[config.mk]
export PLATFORM = sky130hd
export DESIGN_NAME = key_expander
export DESIGN_NICKNAME = d
export VERILOG_FILES = /design/src/rtl/key_expander.sv
export SDC_FILE = /design/constraint.sdc
export NUM_CORES = 2
export LEC_CHECK = 0
export CAP_MARGIN = 15
export CORE_ASPECT_RATIO = 0.5
export CORE_MARGIN = 5
export CORE_UTILIZATION = 39
export CTS_BUF_LIST = sky130_fd_sc_hd__clkbuf_2 sky130_fd_sc_hd__clkbuf_4 sky130_fd_sc_hd__clkbuf_8
export CTS_CLUSTER_DIAMETER = 30
export DETAILED_ROUTE_END_ITERATION = 6
export PLACE_DENSITY_LB_ADDON = 0.08
export SYNTH_ARGS = -nofsm -noshare
export SYNTH_HDL_FRONTEND = slang
export SYNTH_SLANG_ARGS = --single-unit
[constraint.sdc]
create_clock -name clk -period 17 [get_ports clk]
set_input_delay 2.55 -clock clk [delete_from_list [all_inputs] [get_ports clk]]
set_output_delay 2.55 -clock clk [all_outputs]
set_load 0.02 [all_outputs]
[src/rtl/key_expander.sv]
// rtl/key_expander.sv - AES-128 key schedule engine with random-access round-key table
// Optional KEY_CACHE_EN: skip re-expansion when the requested key matches the last expanded one.

module aes_sbox (
  input  logic [7:0] byte_val,
  output logic [7:0] sub_val
);

  localparam logic [0:255][7:0] SBOX = {
    128'h637c777bf26b6fc53001672bfed7ab76,
    128'hca82c97dfa5947f0add4a2af9ca472c0,
    128'hb7fd9326363ff7cc34a5e5f171d83115,
    128'h04c723c31896059a071280e2eb27b275,
    128'h09832c1a1b6e5aa0523bd6b329e32f84,
    128'h53d100ed20fcb15b6acbbe394a4c58cf,
    128'hd0efaafb434d338545f9027f503c9fa8,
    128'h51a3408f929d38f5bcb6da2110fff3d2,
    128'hcd0c13ec5f974417c4a77e3d645d1973,
    128'h60814fdc222a908846eeb814de5e0bdb,
    128'he0323a0a4906245cc2d3ac629195e479,
    128'he7c8376d8dd54ea96c56f4ea657aae08,
    128'hba78252e1ca6b4c6e8dd741f4bbd8b8a,
    128'h703eb5664803f60e613557b986c11d9e,
    128'he1f8981169d98e949b1e87e9ce5528df,
    128'h8ca1890dbfe6426841992d0fb054bb16
  };

  assign sub_val = SBOX[byte_val];

endmodule

module key_expander #(
  parameter int NROUNDS = 10
) (
  input  logic         clk,
  input  logic         rst,
  input  logic         start_key_exp,
  input  logic [127:0] key_in,
  input  logic [3:0]   rk_sel,
  output logic [127:0] rk_out,
  output logic         key_expanded,
  output logic         rk_valid,
  output logic         busy
);

  localparam logic [1:0] IDLE     = 2'd0;
  localparam logic [1:0] EXPAND   = 2'd1;
  localparam logic [1:0] DONE     = 2'd2;
  localparam logic [1:0] WAIT_LOW = 2'd3;

  logic [1:0]   state;
  logic [3:0]   round;
  logic [127:0] rk [0:NROUNDS];
  logic [3:0]   prev_idx;
  logic [127:0] prev;
  logic [31:0]  w0, w1, w2, w3;
  logic [31:0]  rot, sub, t;
  logic [31:0]  n0, n1, n2, n3;
  logic [7:0]   rcon;
  logic         last_round;
  logic         cache_hit;

  assign prev_idx   = (round == 4'd0) ? 4'd0 : round - 4'd1;
  assign prev       = rk[prev_idx];
  assign {w0, w1, w2, w3} = prev;
  assign rot        = {w3[23:0], w3[31:24]};
  assign last_round = (round == 4'(NROUNDS));

  always_comb begin
    rcon = 8'h00;
    case (round)
      4'd1:    rcon = 8'h01;
      4'd2:    rcon = 8'h02;
      4'd3:    rcon = 8'h04;
      4'd4:    rcon = 8'h08;
      4'd5:    rcon = 8'h10;
      4'd6:    rcon = 8'h20;
      4'd7:    rcon = 8'h40;
      4'd8:    rcon = 8'h80;
      4'd9:    rcon = 8'h1b;
      4'd10:   rcon = 8'h36;
      default: rcon = 8'h00;
    endcase
  end

  for (genvar i = 0; i < 4; i++) begin : g_sbox
    aes_sbox u_sbox (
      .byte_val(rot[8*i +: 8]),
      .sub_val (sub[8*i +: 8])
    );
  end

  assign t  = sub ^ {rcon, 24'h0};
  assign n0 = w0 ^ t;
  assign n1 = w1 ^ n0;
  assign n2 = w2 ^ n1;
  assign n3 = w3 ^ n2;

`ifdef KEY_CACHE_EN
  logic [127:0] cache_key;

  // rk_valid gates the hit so a cleared (zero) cache never matches an all-zero key
  assign cache_hit = rk_valid && (key_in == cache_key);

  always_ff @(posedge clk) begin
    if (rst) begin
      cache_key <= '0;
    end else if (state == EXPAND) begin
      if (!start_key_exp)
        cache_key <= '0;
      else if (last_round)
        cache_key <= rk[0];
    end
  end
`else
  assign cache_hit = 1'b0;
`endif

  always_ff @(posedge clk) begin
    if (rst) begin
      state    <= IDLE;
      round    <= 4'd0;
      rk_valid <= 1'b0;
      for (int i = 0; i <= NROUNDS; i++)
        rk[i] <= '0;
    end else begin
      case (state)
        IDLE: begin
          if (start_key_exp) begin
            if (cache_hit) begin
              state <= DONE;
            end else begin
              rk[0]    <= key_in;
              round    <= 4'd1;
              rk_valid <= 1'b0;
              state    <= EXPAND;
            end
          end
        end
        EXPAND: begin
          if (!start_key_exp) begin
            state <= IDLE;
            round <= 4'd0;
          end else begin
            rk[round] <= {n0, n1, n2, n3};
            if (last_round) begin
              state    <= DONE;
              rk_valid <= 1'b1;
              round    <= 4'd0;
            end else begin
              round <= round + 4'd1;
            end
          end
        end
        DONE: state <= WAIT_LOW;
        default: begin
          // DCU holds the request until it has seen key_expanded; wait for the drop
          if (!start_key_exp)
            state <= IDLE;
        end
      endcase
    end
  end

  assign busy         = (state == EXPAND);
  assign key_expanded = (state == DONE);

  always_comb begin
    rk_out = '0;
    if (rk_sel <= 4'(NROUNDS))
      rk_out = rk[rk_sel];
  end

endmodule

# Word-level counts from Yosys, hierarchy flattened
# Memories as Yosys holds them, arrays and structs flattened. A register that Yosys moved wholly into a read port is not among the register bits.
# Index checks and enable logic that the tools add are counted.
# word_totals
reg_bits	7
latchBits	0
mem_bits_rw	1408
rom_bits	8320
in_bits	135
output_inout_bits	131
elab_cells	79
mem_count	6
# mem_list
memory	depth	word_bits	read_ports	rd_ports_with_merged_regs	wr	line_no	rtl
(name not given)	256	8	1	0	0	28	assign sub_val = SBOX[byte_val];
(name not given)	256	8	1	0	0	28	
(name not given)	256	8	1	0	0	28	
(name not given)	256	8	1	0	0	28	
rk	11	128	2	0	11	53	logic [127:0] rk [0:NROUNDS];
(name not given)	16	8	1	1	0	71	case (round)
# classes
n_addsub	2
mul	0
div_mod_pow	0
magnitude_cmp	5
eq_ne	8
shifts	0
n_mux	38
bitwise_logic	10
n_reduce_logical	7
# ops
op	count
128-bit 2-to-1 mux	3
32-bit bitwise XOR	5
128-bit OR reduction	1
8-bit 2-to-1 mux	8
9-bit greater-or-equal comparator (second input constant)	4
8-bit NOT with 9-bit output	4
4-bit 2-to-1 mux	7
1-bit 2-to-1 mux	13
2-bit 2-to-1 mux	4
4-bit case mux with 2 select lines	1
2-bit case mux with 3 select lines	1
4-bit by 1-bit adder with 4-bit output (second input constant)	1
4-bit equality test (second input constant)	1
4-bit <= comparator (second input constant)	1
4-bit logical NOT	1
2-bit != test (second input constant)	2
4-bit by 1-bit != test with 1-bit output (second input constant)	1
4-bit AND reduction	1
4-bit by 1-bit subtractor with 4-bit output (second input constant)	1
3-bit by 2-bit != test with 1-bit output (second input constant)	1
3-bit AND reduction	1
2-bit by 1-bit equality test with 1-bit output (second input constant)	1
2-bit equality test (second input constant)	1
2-bit logical NOT	1
other kinds (5)	5

# Depth between registers and ports, before layout
# An unclocked memory read counts as a cell.
# depth
word_depth	13
depth_mapped	26
mapped_depth_nobuf	18

# Hierarchy
# From an unflattened synthesis, not the netlist that was laid out.
# unflattened
hier_cells	10471
hier_area_um2	114427.2
# modules_own_cells
mod	n_inst	cells_each	area_each_um2	seq_area_each_um2
key_expander	1	8374	101507.4	59797.4
aes_sbox at g_sbox[1].u_sbox ...	2	510	3103.0	0.0
aes_sbox at g_sbox[0].u_sbox	1	570	3534.6	0.0
aes_sbox at g_sbox[3].u_sbox	1	507	3179.3	0.0

# Least setup slack after synthesis
# OpenSTA, ideal clock, no wires.
# synth_timing
path_kind	input -> register
from	input rst
to	memory rk[14][0] (enable)
setup_time_ns	0.772
t_arrival_ns	12.594
t_required_ns	16.228
path_slack_ns	3.633
stages	8
n_path_buf	6
path_cell_list	clkbuf_1 > or2_2 > clkbuf_1 > clkbuf_1 > buf_2 > buf_2 > buf_1 > nor3_1
# synth_rtl
item	line_no	rtl
start, declared	36	input logic rst,
end, declared	53	

# Final worst setup path
# layout_timing
from	input rk_sel[0]
to	output rk_out[47]
# layout_between
elab_chain_len	2
word_cells_on_any_way	3
classes_between	order compare: 1; mux: 1; memory: 1
# layout_rtl
item	line_no	rtl
start, declared	39	input logic [3:0] rk_sel,
memory 11 x 128 bit or 4-bit <= comparator (tied branches)	n/a	
128-bit 2-to-1 mux (*)	170	if (rk_sel <= 4'(NROUNDS))
end, declared	40	output logic [127:0] rk_out,
# Every way passes the cells marked *; elsewhere a longest branch is shown, timed or not.

==> summary.txt <==
outcome = complete, but fails checks
failing checks = max-slew violations
Finished Cell Area = 136000 um2
crit path max fanout = 44
final count of hold timing violations = 0
Slew @ Worst Pin = 1.51 ns
fin crit share = 60.7%
Leakage = 47.6 nW
initial antenna violation count = 47
DR iter-0 viols = 17900
clk root buf = clkbuf_8
ANT nets after route = 0
Chip Height = 403 um
share of post-route cells with drive strength above 1 = 14.1%
DR pass1 iterations = 6
Syn. warnings = 0
sequential cell area fraction in the yosys report = 50.1%
number of distinct library cells after synthesis = 144
GRT met3 Usage = 12.2%
GR peak layer = met1
Int Power = 9.63 mW
clk buf depth = 4
crit path cell chain = buf_8 > buf_4 > buf_4 > buf_4 > buf_4 > mux4_2 > o21ai_0 > o21ai_0 > clkdlybuf4s50_1
Worst-path clk slew = 0.06 ns
Sw Ratio = 31.0%
dpl hpwl = 393000 um
Worst path max stage delay = 0.80 ns
Setup CP Type = in2out
number of vias per cell = 6.71
Total GRT Usage = 38.4%
wire per inst = 38.9 um
synthesized area per cell = 9.96 um2
H-tree depth = 5
total CTS buffers = 393
cts hold-fix bufs = 0
RSZ-0062 raised after global routing = false
Post-DP Area = 127000 um2
GPL Wtd Cong = 1.01
# resized after CTS = 0
final setup fails = 0
Mapped Cells = 12100
grt met1 use = 55.4%
worst hold path type = reg2reg
sw power = 4.33 mW
CP required = 14.45 ns
worst rel slew slack = -0.471%
Worst setup SP type = primary input
io pins = 266
DIE WIDTH = 796 um
FP Rows = 144
CTS tree = built
total die area = 321000 um2
Setup Buffers After CTS = 0
Worst VDD drop = 76.7 uV
Slowest-stage cell, CP = buf_4
fmax = 0.0968 GHz
layout net count = 12300
number of global-route vias before repair = 102000
critical path arrival = 7.78 ns
Gate power share = 17.3%
flops & latches, synth = 2058
Clk Latency, worst-skew pair = 1.13 ns
syn nets = 12300
DR vias = 111000
CTS sink count = 2058
endpoint type of the worst setup path = output port
grt ovf = 0
Post-synth EDFFs = 1915
first-pass GRT wire length = 867000 um
Port Buffers = 265
Tot Pwr = 14.0 mW
met2 Usage GRT = 53.8%
final setup TNS = 0 ns
skew final = 0.140 ns
Max-Cap Viols = 0
Initial Utilization = 39.2%
flop2flop setup slack = 6.94 ns
Post-synth ARST share = 0%
Clk pwr share = 41.5%
Post-synth top flop = edfxtp_1
Core ar. = 308000 um2
largest net degree at the start of global routing = 153
Crit path top cell by count = buf_4
pwr dens = 102 nW/um2
max-slew violations = 9
final WL = 642000 um
Residual DRC = 0
Final min period = 10.33 ns
sequential power share = 41.3%
Layout area overhead = 13.0%
Cell Area, Synth = 121000 um2
## synth_stat cells, types with 54 or more instances
cell type | n | share of area (%)
o221ai_1 | 54 | 0.39
o21ai_0 | 605 | 2.5
buf_4 | 115 | 0.72
nand2_1 | 2100 | 6.5
a21oi_1 | 414 | 1.7
edfxtp_1 | 1915 | 48
inv_1 | 162 | 0.50
clkbuf_1 | 452 | 1.4
a211oi_1 | 169 | 1.1
o211ai_1 | 272 | 1.7
a311oi_1 | 133 | 0.97
nand3_1 | 972 | 4.0
nor2_1 | 1458 | 4.5
a21o_1 | 58 | 0.36
xnor2_1 | 140 | 1.0
o31ai_1 | 59 | 0.37
dfxtp_1 | 143 | 2.4
ha_1 | 60 | 0.62
buf_1 | 90 | 0.28
nor3_1 | 167 | 0.69
a22oi_1 | 56 | 0.35
mux4_2 | 281 | 5.2
a31oi_1 | 101 | 0.52
nand2b_1 | 58 | 0.30
mux2i_1 | 264 | 2.2
and3_1 | 119 | 0.62
buf_2 | 436 | 1.8
## kinds of logic after synthesis
logic type | share of synthesized area (%)
fa+ha+maj | 0.623
simple gates | 18.8
compound gates | 15.7
xor+xnor | 1.86
buf+inv | 5.19
mux | 7.80
flops | 50.1
## worst paths after layout
check / endpoint / depth (start not counted) / from
max: rk_out[47] / 9 / rk_sel[0]
min: rk[10][36] / 2 / rk[10][36]
max reg2reg: rk[14][85] / 21 / round[1]
min reg2reg: rk[10][36] / 2 / rk[10][36]
## registers in the layout, indices dropped and copies added, names as in the netlist
name      flops
state         2
round         4
rk_valid      1
rcon          8
rk         2043
## layer usage
metal / up-vias / part of all wire (%)
met2: 8255 / 41
met3: 1331 / 14
met5: - / 0.022
met1: 56200 / 42
met4: 24 / 4.1
li1: 44900 / -
## critical path: cells and delay by family
| family | cells | cell delay, ns |
|---|---|---|
| muxes | 1 | 0.36 |
| AOI/OAI and AO/OA | 2 | 0.71 |
| buffers and inverters | 6 | 3.85 |
## cells in the final DEF (no fill, tap or decap), drive strengths merged, types with 278 or more instances in the layout
cell / n
o21ai: 646
nand2: 2102
nor2: 1467
o211ai: 278
buf: 430
mux4: 281
clkbuf: 520
nand3: 974
edfxtp: 1915
a21oi: 425
## per-stage QoR
stage / worst slack (ns) / utilization (%) / std cells / hold slack, ns
2_1_floorplan: 3.63 / - / 12100 / 0.437
3_3_place_gp: 6.61 / 41.3 / 15700 / 0.460
3_5_place_dp: 6.63 / 41.3 / 15700 / 0.465
4_1_cts: 6.64 / 44.2 / 16500 / 0.473
5_1_grt: 6.43 / 44.2 / 16500 / 0.497
6_report: 6.67 / 44.2 / 16500 / 0.473
## final cells by class
class                           count  area, um2
Clock buffer                      517       6530
Tap cell                         4088       5110
Sequential cell                  2058      60400
Multi-Input combinational cell   8735      54600
Timing Repair Buffer              693       6330
Clock inverter                    210       2460
Inverter                          180        677
Fill cell                       29400     172000
Antenna cell                       23       57.6
## power by group through the flow
stage / Combinational (mW) / Clock, mW / Sequential (mW)
3_5_place_dp: 2.30 / 0 / 5.86
5_1_grt: 2.45 / 6.05 / 5.77
3_3_place_gp: 2.31 / 0 / 5.86
2_1_floorplan: 1.22 / 0 / 5.85
4_1_cts: 2.31 / 5.81 / 5.75
6_report: 2.41 / 5.79 / 5.76
Power figures use the tool's default switching activity.
